==> src/rtl/rom_fetch_arbiter.sv <==
// Round-robin arbiter sharing one 16-bit ROM fetch port between the 68000
// (program + extra code bank) and the Z80 sound ROM, one transaction at a time.
module rom_fetch_arbiter #(
  parameter int unsigned          ADDR_W         = 24,
  parameter logic [ADDR_W-1:0]    M68K_BASE      = 24'h000000,
  parameter logic [ADDR_W-1:0]    M68K_BANK2_OFS = 24'h040000,
  parameter logic [ADDR_W-1:0]    Z80_BASE       = 24'h080000
) (
  input  logic              clk,
  input  logic              reset,
  input  logic [23:0]       m68k_a,
  input  logic              m68k_rom_cs,
  input  logic              m68k_rom_2_cs,
  output logic [15:0]       m68k_rom_data,
  output logic              m68k_rom_valid,
  input  logic [15:0]       z80_addr,
  input  logic              z80_rom_cs,
  output logic [7:0]        z80_rom_data,
  output logic              z80_wait_n,
  output logic [ADDR_W-1:0] mem_addr,
  output logic              mem_req,
  input  logic              mem_ack,
  input  logic [15:0]       mem_data
);

  // Memory handshake: mem_req rises with a frozen mem_addr and stays high
  // until the single-cycle mem_ack; mem_data is taken in the ack cycle.
  typedef enum logic [1:0] {
    S_IDLE      = 2'd0,
    S_M68K_WAIT = 2'd1,
    S_Z80_WAIT  = 2'd2
  } state_t;

  localparam logic GRANT_M68K = 1'b0;
  localparam logic GRANT_Z80  = 1'b1;

  state_t             state;
  logic               last_grant;
  logic               m_served;
  logic               z_served;
  logic [15:0]        m_data;
  logic [15:0]        z_data;

  logic               m_cs;
  logic               m_pend;
  logic               z_pend;
  logic [ADDR_W-1:0]  m_addr_next;
  logic [ADDR_W-1:0]  z_addr_next;
  logic               unused_addr_bits;

  assign m_cs   = m68k_rom_cs | m68k_rom_2_cs;
  assign m_pend = m_cs & ~m_served & (state != S_M68K_WAIT);
  assign z_pend = z80_rom_cs & ~z_served & (state != S_Z80_WAIT);

  // Bank 2 wins if both chip selects are ever high together.
  always_comb begin
    m_addr_next = M68K_BASE + {{(ADDR_W-18){1'b0}}, m68k_a[17:1], 1'b0};
    if (m68k_rom_2_cs)
      m_addr_next = m_addr_next + M68K_BANK2_OFS;
    m_addr_next[0] = 1'b0;
    z_addr_next    = Z80_BASE + {{(ADDR_W-16){1'b0}}, z80_addr[15:1], 1'b0};
    z_addr_next[0] = 1'b0;
  end

  assign unused_addr_bits = &{1'b0, m68k_a[23:18], m68k_a[0]};

  always_ff @(posedge clk) begin
    if (reset) begin
      state      <= S_IDLE;
      mem_req    <= 1'b0;
      mem_addr   <= '0;
      m_data     <= '0;
      z_data     <= '0;
      m_served   <= 1'b0;
      z_served   <= 1'b0;
      last_grant <= GRANT_Z80;
    end else begin
      if (!m_cs)       m_served <= 1'b0;
      if (!z80_rom_cs) z_served <= 1'b0;

      case (state)
        S_IDLE: begin
          // last_grant only moves on a tie, so it alternates who wins ties.
          if (m_pend && (!z_pend || last_grant == GRANT_Z80)) begin
            state    <= S_M68K_WAIT;
            mem_req  <= 1'b1;
            mem_addr <= m_addr_next;
            if (z_pend) last_grant <= GRANT_M68K;
          end else if (z_pend) begin
            state    <= S_Z80_WAIT;
            mem_req  <= 1'b1;
            mem_addr <= z_addr_next;
            if (m_pend) last_grant <= GRANT_Z80;
          end
        end
        S_M68K_WAIT: begin
          if (mem_ack) begin
            state   <= S_IDLE;
            mem_req <= 1'b0;
            if (m_cs) begin
              m_data   <= mem_data;
              m_served <= 1'b1;
            end
          end
        end
        S_Z80_WAIT: begin
          if (mem_ack) begin
            state   <= S_IDLE;
            mem_req <= 1'b0;
            if (z80_rom_cs) begin
              z_data   <= mem_data;
              z_served <= 1'b1;
            end
          end
        end
        default: begin
          state   <= S_IDLE;
          mem_req <= 1'b0;
        end
      endcase
    end
  end

  assign m68k_rom_data  = m_data;
  assign m68k_rom_valid = m_cs & m_served;
  assign z80_wait_n     = ~(z80_rom_cs & ~z_served);
  assign z80_rom_data   = z80_addr[0] ? z_data[15:8] : z_data[7:0];

endmodule

==> config.mk <==
export PLATFORM = sky130hd
export DESIGN_NAME = rom_fetch_arbiter
export DESIGN_NICKNAME = d
export VERILOG_FILES = /design/src/rtl/rom_fetch_arbiter.sv
export SDC_FILE = /design/constraint.sdc
export NUM_CORES = 1
export LEC_CHECK = 0
export BUFFER_PORTS_ARGS = -buffer_cell sky130_fd_sc_hd__buf_4
export CAP_MARGIN = 0
export CORE_ASPECT_RATIO = 1.5
export CORE_MARGIN = 3
export CORE_UTILIZATION = 46
export CTS_BUF_LIST = sky130_fd_sc_hd__clkbuf_16
export DETAILED_ROUTE_END_ITERATION = 6
export MAX_ROUTING_LAYER = met4
export PLACE_DENSITY_LB_ADDON = 0.1
export SLEW_MARGIN = 20
export SYNTH_ARGS = -nofsm -noshare
export SYNTH_HDL_FRONTEND = slang
export SYNTH_SLANG_ARGS = --single-unit
export TNS_END_PERCENT = 20
==> constraint.sdc <==
create_clock -name clk -period 2.2 [get_ports clk]
set_clock_uncertainty 0.1 [all_clocks]
set_input_delay 0.22 -clock clk [delete_from_list [all_inputs] [get_ports clk]]
set_output_delay 0.22 -clock clk [all_outputs]
set_load 0.05 [all_outputs]
== Word level (Yosys, flattened, before mapping) ==
Index checks and enable logic that the tools add are counted.

* Add/subtract/negate cells: 2
* Reduce and logical (&&, ||, !) cells: 12
* Equal/unequal tests: 6
* Muxes and demuxes: 24
* Bitwise gates (word level): 9

{| class="wikitable"
|+ Operator list
! kind !! count
|-
| $mux 24 || 2
|-
| $add 20x16->21 const A || 1
|-
| $add 18x19->20 const B || 1
|-
| $mux 20 || 1
|-
| $mux 1 || 15
|-
| $reduce_and 3->1 || 3
|-
| $mux 8 || 1
|-
| $mux 2 || 3
|-
| $and 1x1->1 || 5
|-
| $ne 2x1->1 const B || 2
|-
| $pmux 2 s2 || 1
|-
| $reduce_and 2->1 || 2
|-
| $reduce_bool 2->1 || 2
|-
| $ne 3x3->1 const B || 1
|-
| $not 1->1 || 3
|-
| $eq 2x1->1 const B || 1
|-
| $eq 2x2->1 const B || 1
|-
| $logic_not 2->1 || 1
|-
| $ne 2x2->1 const B || 1
|-
| $pmux 1 s2 || 1
|-
| $reduce_or 2->1 || 1
|-
| $logic_and 1x1->1 || 1
|-
| $logic_not 1->1 || 1
|-
| $logic_or 1x1->1 || 1
|-
| $or 1x1->1 || 1
|}

* Register bits after elaboration: 62
* Word-level logic and storage cells: 61

== Longest topological paths before layout ==
Gate-level depths: netlist (run 1).

* Depth in word-level cells: 8
* Gate-level depth with buffers: 8
* Depth with buffers taken out: 6

== Worst setup path before layout (run 1) ==
OpenSTA, ideal clock, no wires.

* Path type: register to register
* Start: reg state[1]
* End: reg mem_addr[2]
* Setup slack: 0.290 ns
* Arrival: 1.667 ns
* Required time: 1.956 ns
* Stages on the path, launching flop included: 8
* Clock period less this slack: 1.910 ns
* Library setup time: 0.144 ns
* Path through: dfxtp_1 inv_1 ha_1 nor2_1 a21oi_1 nor2_1 buf_4 a311oi_2

* Longest elaborated chain between the ends: 7
* Elaborated cells between the ends (all ways): 11
* Classes of those cells: eq/ne: 2; mux: 1; bitwise: 2; reduce/logical: 6

{| class="wikitable"
|+ Ends and longest elaborated chain
! element !! line !! source
|-
| from (decl) || 37 || <nowiki>state_t state;</nowiki>
|-
| from (signal assigned) || 69 || <nowiki>state <= S_IDLE;</nowiki>
|-
| from (signal assigned) || 85 || <nowiki>state <= S_M68K_WAIT;</nowiki>
|-
| from (signal assigned) || 90 || <nowiki>state <= S_Z80_WAIT;</nowiki>
|-
| $ne 2x2->1 || 53 || <nowiki>assign z_pend = z80_rom_cs & ~z_served & (state != S_Z80_WAIT);</nowiki>
|-
| $and 1x1->1 || 53 ||
|-
| $logic_not 1->1 || 84 || <nowiki>if (m_pend && (!z_pend || last_grant == GRANT_Z80)) begin</nowiki>
|-
| $logic_or 1x1->1 || 84 ||
|-
| $logic_and 1x1->1 || 84 ||
|-
| $reduce_bool 2->1 (no source line) || - ||
|-
| $reduce_and 2->1 (no source line) || - ||
|-
| to (signal assigned) || 87 || <nowiki>mem_addr <= m_addr_next;</nowiki>
|-
| to (signal assigned) || 92 || <nowiki>mem_addr <= z_addr_next;</nowiki>
|-
| to (decl) || 20 || <nowiki>output logic [ADDR_W-1:0] mem_addr,</nowiki>
|}

Several ways; a longest one is shown, not always the timed one.
A chain may end at the register's enable or synchronous reset.

== Worst setup path in the final report (run 1) ==
* Start: reg state[0]
* End: reg mem_addr[12]

The elaborated chain is that of the path after synthesis.

==> metrics, run 1 <==
Total Routing Usage GR 21.4%; post-synthesis cell area 2480 um^2; Hold Path Class in -> reg; worst vdd ir 0.790 mV; via count 2408; flop2flop setup slack 0.16 ns; Root Driver clkbuf_16; Worst Max-Slew Pin Slew 0.622 ns; Placeable Area 5160 um^2; Vias/cell 5.16; CTS Hold Bufs 0; DP HPWL 4.44 mm; Crit. End Element register; pwr dens 1350 nW/um^2; Tmin final 2.04 ns; diodes inserted 0; DIE HEIGHT 96.0 um; drt drc 0; Area after DPL 3250 um^2; final worst slack 0.163 ns; Final Hold Fails 0; die area 6340 um^2; Reg clk slew, reported paths 0.05 ns; nets@finish 460; initial drt markers 145; Rel. slew slack 58.5%; yosys warns 0; DRT antenna net count 0; synth-to-layout area growth 41.5%; largest buffer count on any clock path 2; PortBufs 100; Max-Cap Viols 0; Final Max Slew Viols 0; synth unique cells 33; Initial Util 48.1%; final instance area 3510 um^2; Worst EP required 2.31 ns; fmax 0.491 GHz; FF+latch count, synth 57; IO Pins 113; # Post-CTS Setup Buffers 0; Rows 32; outcome finished, final reports clean; Seq/Total Area, Yosys 45.9%; GRT overflow 0; clk sinks 57; dpl ws -0.00206 ns; share of post-route cells with drive strength above 1 35.3%; Die W 66.0 um; number of fill cells 455; Critical Path AT 2.15 ns; GPL Wtd Cong 0.723; Post-synth EDFFs 0; Mean Syn Cell Area 8.33 um^2; Leakage 1.51 nW; largest net degree at the start of global routing 48; Worst-Skew Late Latency 0.31 ns; fraction of the cycle the final worst path needs 92.6%; Main synth FF type dfxtp_1; drt pass-1 iters 4; WL/cell 13.5 um; H-tree depth 3; crit start category register; RSZ-0062 raised after global routing false; Worst Path Max Fanout 17; vias in the first global route 2218; kind of critical path reg -> reg; asr flop ratio synth 0%; WL final 6.28 mm; CTS tree yes; first-pass GRT wire length 10.1 mm; Synth Instances 298; Num CTS Buffers 9; Final setup viols 0; initial antenna violation count 0; Fin Setup TNS 0 ns
[cells in the mapped netlist, drive strengths merged, types with 3 or more instances]
cell type  count  area share (%)
nand2         98              15
dfxtp         57              46
a21oi         55              11
a311oi        15             7.6
buf           14             4.0
clkbuf        13             2.0
mux2           8             3.6
inv            4            0.60
nand2b         4             1.0
nand4          4             1.0
ha             3             1.5
o21ai          3            0.60
[sequential cells by signal, summed over array words and instances (netlist names)]
name,cells
m68k_rom_data,16
z_served,1
z_data,16
mem_addr,19
mem_req,1
m_served,1
state,2
last_grant,1
[worst paths after layout]
check,depth (start not counted),startpoint,endpoint
setup reg to reg,7,state[0]$_SDFFE_PP0P_,mem_addr[12]$_SDFFE_PP0P_
hold / removal,3,mem_data[4],z_data[4]$_SDFFE_PP0P_
hold reg to reg,2,m68k_rom_data[12]$_SDFFE_PP0P_,m68k_rom_data[12]$_SDFFE_PP0P_
setup / recovery,7,state[0]$_SDFFE_PP0P_,mem_addr[12]$_SDFFE_PP0P_
[cell families after synthesis]
logic type      count (synthesis)  synth area share (%)
simple gates                  116                  19.3
compound gates                 81                  22.6
flops                          57                  45.9
buf+inv                        31                  6.55
mux                             8                  3.63
fa+ha+maj                       3                  1.51
other cells                     1                 0.151
xor+xnor                        1                 0.353
[through the flow]
stage	hold slack, ns	instances	total power [mW]	utilization (%)
after global routing	0.0660	467	5.01	68.0
after global placement	0.340	452	3.55	63.0
after CTS	0.0492	467	4.77	67.9
after floorplan	0.256	302	3.02	-
final	0.0611	467	4.74	68.0
after detailed placement	0.347	452	3.58	63.0
[layer usage]
metal,wire length [um],global-route usage [%]
met3,413,5.61
met1,2420,23.2
met5,0,-
met4,32,6.61
met2,3420,37.8
[report_power, final]
part | internal [mW] | switching, mW
Sequential | 1.25 | 0.127
Clock | 0.734 | 0.435
Combinational | 0.742 | 1.45
Total | 2.73 | 2.01
[layout make-up]
cell class                      count  area [um^2]  share of cell area (%)
Timing Repair Buffer              109          818                    23.3
Clock inverter                      6         27.5                   0.783
Multi-Input combinational cell    214         1200                    34.2
Tap cell                           68         85.1                    2.42
Clock buffer                        9          225                    6.41
Inverter                            4         15.0                   0.427
Sequential cell                    57         1140                    32.5
[cell usage in the layout, fill, tap and decap left out, types with 2 or more instances in the layout]
master / n
inv_1: 5
and3_1: 2
nand3_1: 2
clkinv_1: 3
nand2_1: 98
nand4_1: 4
dfxtp_1: 57
a311oi_2: 9
o21ai_0: 3
nor2_1: 2
a311oi_1: 6
a21oi_1: 55
mux2_2: 8
nand2b_1: 4
buf_4: 109
conb_1: 5
clkbuf_16: 9
ha_1: 3
[timing repair]
item | in CTS | in global routing
endpoints found under the setup margin | 11 | 16
hold endpoints to repair | 0 | 0
gates resized for setup | 1 | 1
[critical path, cell delays in order, from the launching register on]
cell	delay [ns]
dfxtp_1	0.34
inv_1	0.08
ha_1	0.24
or3b_4	0.41
o211ai_4	0.16
buf_4	0.25
nand2_1	0.09
a311oi_1	0.27
No activity file was read; power rests on OpenSTA's default activity.
==> run 2: changes to the inputs <==
- ABC_AREA: unset -> 1
- CORE_UTILIZATION: 46 -> 47
==> metrics, run 2 <==
crit path max-delay cell type a21oi_4; Largest register FFs 19 (unchanged); GPL Wtd Cong 0.729 (+0.86%); Min Hold Slack 0.0328 ns (-0.0283 ns); Initial Util 49.0% (+0.90 points); Fin Setup TNS 0 ns (unchanged); Worst Path Max Fanout 18 (+1); Synth top area share 44.7% (-1.2 points); Worst-Skew Late Latency 0.31 ns (about the same); Final Hold Fails 0 (unchanged); Hold Path Class in -> reg; Root Driver clkbuf_16; Seq/Total Area, Yosys 44.7% (-1.2 points); initial drt markers 94 (-35%); count leader, synth inv_1; GR Layer Usage met3 5.61% (unchanged); GR peak layer met2; Worst EP required 2.31 ns (about the same); CTS tree yes; Main synth FF type dfxtp_1; commonest non-fill, non-tap cell in the layout buf_4; flop2flop setup slack 0.41 ns (+0.24 ns); Worst Hold Endpoint m68k_rom_data[11]$_SDFFE_PP0P_; drt drc 0 (unchanged); CTS Hold Bufs 0 (unchanged); Final setup viols 0 (unchanged); FF+latch count, synth 57 (unchanged); reg2reg path depth 8 (+1); diodes inserted 0 (unchanged); Crit. End Element register; # Post-CTS Setup Buffers 0 (unchanged); post-synthesis cell area 2550 um^2 (+2.7%); most area-hungry cell type in the Yosys netlist dfxtp_1; WL final 6.36 mm (+1.2%); Hold Crit Start mem_data[11]; final instance area 3580 um^2 (+1.8%); commonest cells after routing, fill and taps aside buf_4, inv_1, dfxtp_1, nand2_1, o21ai_0; synth unique cells 21 (-36%); DRT antenna net count 0 (unchanged); met1 Use GR 20.8% (-2.4 points); Placeable Area 5200 um^2 (+0.78%); DIE HEIGHT 96.2 um (+0.22%); Vias/cell 4.80 (-6.9%); most used cell, CP inv_1; Max-Cap Viols 0 (unchanged); largest buffer count on any clock path 2 (unchanged); DP HPWL 4.56 mm (+2.7%); share of post-route cells with drive strength above 1 26.4% (-8.9 points); Synth Instances 362 (+21%); Rows 32 (unchanged); outcome finished, final reports clean; die area 6360 um^2 (+0.44%); fraction of the cycle the final worst path needs 81.5% (-11 points); drt pass-1 iters 4 (unchanged); top cells by area, synth dfxtp_1, inv_1, o21ai_0; Reg clk slew, reported paths 0.05 ns (about the same); Total Routing Usage GR 21.6% (+0.27 points); fmax 0.558 GHz (+14%); post-CTS sizing 0 (-1); H-tree depth 3 (unchanged); Tmin final 1.79 ns (-0.245 ns); Top reg by flops mem_addr; worst vdd ir 0.794 mV (+0.44%); Num CTS Buffers 9 (unchanged); first-pass GRT wire length 10.3 mm (+1.8%); commonest cells in the netlist inv_1, dfxtp_1, nand2_1; kind of critical path reg -> reg; Post-synth EDFFs 0 (unchanged); yosys warns 0 (unchanged); Die W 66.1 um (+0.22%); r2r endpoint mem_addr[12]$_SDFFE_PP0P_; Final Max Slew Viols 0 (unchanged); synth-to-layout area growth 40.3%; RSZ-0062 raised after global routing false; PortBufs 100 (unchanged); clk sinks 57 (unchanged); WL/cell 12.0 um (-11%); via count 2543 (+5.6%); reg2reg start state[1]$_SDFFE_PP0P_; initial antenna violation count 0 (unchanged); nets@finish 523 (+14%); crit start category register; pwr dens 1460 nW/um^2 (+8.6%); Area after DPL 3300 um^2 (+1.5%); Leakage 1.81 nW (+19%); Hold Path Depth 3 (unchanged); IO Pins 113 (unchanged); vias in the first global route 2419 (+9.1%); M2 GR Usage 40.5% (+2.7 points); Mean Syn Cell Area 7.04 um^2 (-15%); largest net degree at the start of global routing 34 (-29%); GRT overflow 0 (unchanged); asr flop ratio synth 0% (unchanged); CP Cell Sequence inv_1 > ha_1 > nor2_1 > nand2_2 > a21oi_4 > nand3_1 > nand2_1 > inv_1; CP max stage delay 0.44 ns (+0.03 ns); Critical Path AT 1.91 ns (-0.24 ns)
[run 2: cell count changes in the layout (fill, tap and decap cells not counted), moves of 4 or more]
| cell | previous run | this run |
|---|---|---|
| o21ai_0 | 3 | 42 |
| nand2_1 | 98 | 54 |
| inv_1 | 5 | 61 |
| nor2_1 | 2 | 35 |
| a311oi_2 | 9 | 0 |
| nand2b_1 | 4 | 0 |
| nand3_1 | 2 | 36 |
| buf_4 | 109 | 104 |
| a311oi_1 | 6 | 0 |
| a21oi_1 | 55 | 40 |
| mux2_2 | 8 | 0 |
[run 2: power breakdown]
group,switching (mW),internal [mW]
clock,0.426,0.848
combinational,1.77,0.753
sequential,0.129,1.32
[run 2: cells by family (layout without fill, tap and decap cells)]
family / after synthesis / count (layout) / share of synthesized area, %
fa+ha+maj: 3 / 3 / 1.47
compound gates: 83 / 83 / 16.7
simple gates: 133 / 133 / 22.7
other cells: 1 / 5 / 0.147
flops: 57 / 57 / 44.7
buf+inv: 85 / 181 / 14.2
[run 2: per-stage QoR]
step	power (mW)	instances	worst slack, ns	util [%]
final	5.24	530	0.408	68.7
after global placement	3.94	515	0.427	63.4
after detailed placement	3.99	515	0.382	63.4
after floorplan	3.36	366	0.364	-
after CTS	5.29	530	0.365	68.7
after global routing	5.59	530	0.226	68.7
[run 2: worst max path at each step]
| stage | from | endpoint | slack [ns] | cells after the start |
|---|---|---|---|---|
| 5_1_grt | state[1]$_SDFFE_PP0P_ | mem_addr[4]$_SDFFE_PP0P_ | 0.23 | 8 |
| 3_3_place_gp | state[1]$_SDFFE_PP0P_ | m68k_rom_data[14]$_SDFFE_PP0P_ | 0.43 | 7 |
| 2_1_floorplan | z80_addr[0] | z80_rom_data[5] | 0.36 | 2 |
| 6_report | state[1]$_SDFFE_PP0P_ | mem_addr[12]$_SDFFE_PP0P_ | 0.41 | 8 |
| 3_5_place_dp | state[1]$_SDFFE_PP0P_ | m68k_rom_data[5]$_SDFFE_PP0P_ | 0.38 | 7 |
| 4_1_cts | state[1]$_SDFFE_PP0P_ | m68k_rom_data[1]$_SDFFE_PP0P_ | 0.36 | 7 |
[run 2: area by class of cell]
| class | instances | area [um^2] |
|---|---|---|
| Fill cell | 489 | 1630 |
| Sequential cell | 57 | 1140 |
| Multi-Input combinational cell | 224 | 1060 |
| Timing Repair Buffer | 104 | 781 |
| Inverter | 62 | 233 |
| Clock buffer | 9 | 225 |
| Tap cell | 68 | 85.1 |
| Clock inverter | 6 | 50.0 |
[run 2: critical path: cells and delay by family (launching register included)]
| family | cells | cell delay [ns] |
|---|---|---|
| AO/OA/AOI/OAI | 1 | 0.44 |
| AND/OR/NAND/NOR | 4 | 0.47 |
| flip-flops | 1 | 0.37 |
| adder cells (fa/ha/maj) | 1 | 0.19 |
| buffers and inverters | 2 | 0.11 |
[run 2: layer usage]
metal,up-vias,share of wire (%)
li1,1321,-
met2,72,55
met1,1142,38
met3,8,6.0
met4,0,1.5
met5,-,0
==> run 3: changes to the inputs <==
- CORE_UTILIZATION: 47 -> 42
- clock period: 2.2 -> 1.5 ns (I/O delays scaled with it)
==> metrics, run 3 (synthesis results as in run 2) <==
drt pass-1 iters 4 (unchanged); Largest register FFs 19 (unchanged); DRT antenna net count 0 (unchanged); Leakage 2.07 nW (+15%); largest buffer count on any clock path 2 (unchanged); Final setup viols 17 (+17); Critical Path AT 1.70 ns (-0.21 ns); clock share of power 19.6% (-4.7 points); fraction of the cycle the final worst path needs 105% (+24 points); DIE HEIGHT 101 um (+5.4%); Tmin final 1.58 ns (-0.212 ns); violated checks negative setup slack; Placeable Area 5830 um^2 (+12%); internal power 4.89 mW (+68%); crit start category register; via count 2799 (+10%); diodes inserted 0 (unchanged); worst vdd ir 1.06 mV (+34%); Top reg by flops mem_addr; outcome finished, violations left; Reg area 1140 um^2 (+0.22%); RSZ-0062 raised after global routing true; Min Hold Slack 0.00844 ns (-0.0244 ns); Crit. End Element register; Area after DPL 3410 um^2 (+3.2%); die area 7060 um^2 (+11%); initial drt markers 153 (+63%); IO Pins 113 (unchanged); Final Hold Fails 0 (unchanged); Hold Path Class in -> reg; GRT overflow 0 (unchanged); DP HPWL 4.73 mm (+3.8%); drt drc 0 (unchanged); pwr dens 2120 nW/um^2 (+45%); Reg clk slew, reported paths 0.05 ns (about the same); fmax 0.633 GHz (+13%); kind of critical path reg -> reg; initial antenna violation count 0 (unchanged); commonest non-fill, non-tap cell in the layout buf_4; share of post-route cells with drive strength above 1 37.5% (+11 points); Final Max Slew Viols 0 (unchanged); Worst EP required 1.62 ns (-0.69 ns); commonest cells after routing, fill and taps aside buf_4, inv_1, dfxtp_1, nand2_1, o21ai_0; Root Driver clkbuf_16; Max-Cap Viols 0 (unchanged); nets@finish 564 (+7.8%); largest net degree at the start of global routing 25 (-26%); Die W 69.6 um (+5.3%); Num CTS Buffers 9 (unchanged); Worst Path Max Fanout 6 (-12); Initial Util 43.8% (-5.2 points); Total Routing Usage GR 21.7% (+0.053 points); multi-input logic area 1310 um^2 (+23%); Vias/cell 4.86 (+1.3%); synth-to-layout area growth 66.9%; GPL Wtd Cong 0.780 (+7.0%); first-pass GRT wire length 11.8 mm (+14%); final instance area 4260 um^2 (+19%); CTS tree yes; H-tree depth 3 (unchanged); Net Sw Frac 45.8% (+1.5 points); WL/cell 13.7 um (+14%); number of fill cells 486 (-0.61%); final worst slack -0.0804 ns (-0.488 ns); Worst-Skew Late Latency 0.32 ns (about the same); Total Power 9.03 mW (+72%); clk sinks 57 (unchanged); PortBufs 100 (unchanged); Rows 34 (+6.3%); Flop pwr share 23.7% (-3.9 points); switching power total 4.14 mW (+78%); WL final 7.87 mm (+24%); combinational share of power 56.7% (+8.6 points); vias in the first global route 2623 (+8.4%)
-- run 3: area by class of cell --
cell class / count / area share [%]
clock inverter: 7 / 0.911
timing repair buffer: 142 / 28.2
multi-input combinational: 227 / 30.7
clock buffer: 9 / 5.29
sequential: 57 / 26.9
tap: 72 / 2.12
inverter: 62 / 5.91
-- run 3: timing repair --
item	in CTS	in global routing
hold buffers	16	0
setup buffers	7	4
endpoints found under the setup margin	40	53
endpoints found under the hold margin	16	0
resized for setup	28	47
cloned	3	3
pin swaps	6	10
-- run 3: per-stage QoR --
| step | cells | utilization [%] | worst slack [ns] | setup TNS, ns |
|---|---|---|---|---|
| floorplan | 366 | - | -0.196 | -1.86 |
| global placement | 529 | 58.5 | -0.148 | -2.80 |
| detailed placement | 529 | 58.5 | -0.207 | -4.26 |
| CTS | 571 | 69.1 | -0.0614 | -0.621 |
| global route | 576 | 73.0 | -0.116 | -1.68 |
| finish | 576 | 73.0 | -0.0804 | -0.432 |
-- run 3: per-layer routing --
layer  share of wire, %  GRT usage, %  routed length, um
met2                 55          39.9               4330
met5                  0             -                  0
met1                 37          21.3               2890
met3                5.5          6.26                432
met4                2.8          9.00                223
-- run 3: final timing paths --
path	start	end	slack, ns	cells past startpoint
worst min register to register	z_data[8]$_SDFFE_PP0P_	z_data[8]$_SDFFE_PP0P_	0.35	2
worst min-delay path	m68k_a[16]	mem_addr[16]$_SDFFE_PP0P_	0.008	3
worst max register to register	state[1]$_SDFFE_PP0P_	mem_addr[4]$_SDFFE_PP0P_	-0.08	11
worst max-delay path	state[1]$_SDFFE_PP0P_	mem_addr[4]$_SDFFE_PP0P_	-0.08	11
-- run 3: worst max-delay path: stages (launching register included) --
cell       delay [ns]
dfxtp_2          0.33
inv_2            0.05
ha_2             0.19
nor2_4           0.04
nand2_4          0.10
buf_12           0.14
clkinv_8         0.08
clkbuf_16        0.16
nand3_1          0.07
nand3_1          0.09
nand2_1          0.08
inv_1            0.04
-- run 3: power groups by stage --
stage               sequential, mW  clock, mW  combinational, mW
floorplan                     3.23          0               1.70
global placement              2.14          0               3.87
detailed placement            2.15          0               3.92
CTS                           2.13       1.81               4.61
global route                  2.18       1.87               5.43
finish                        2.14       1.77               5.12
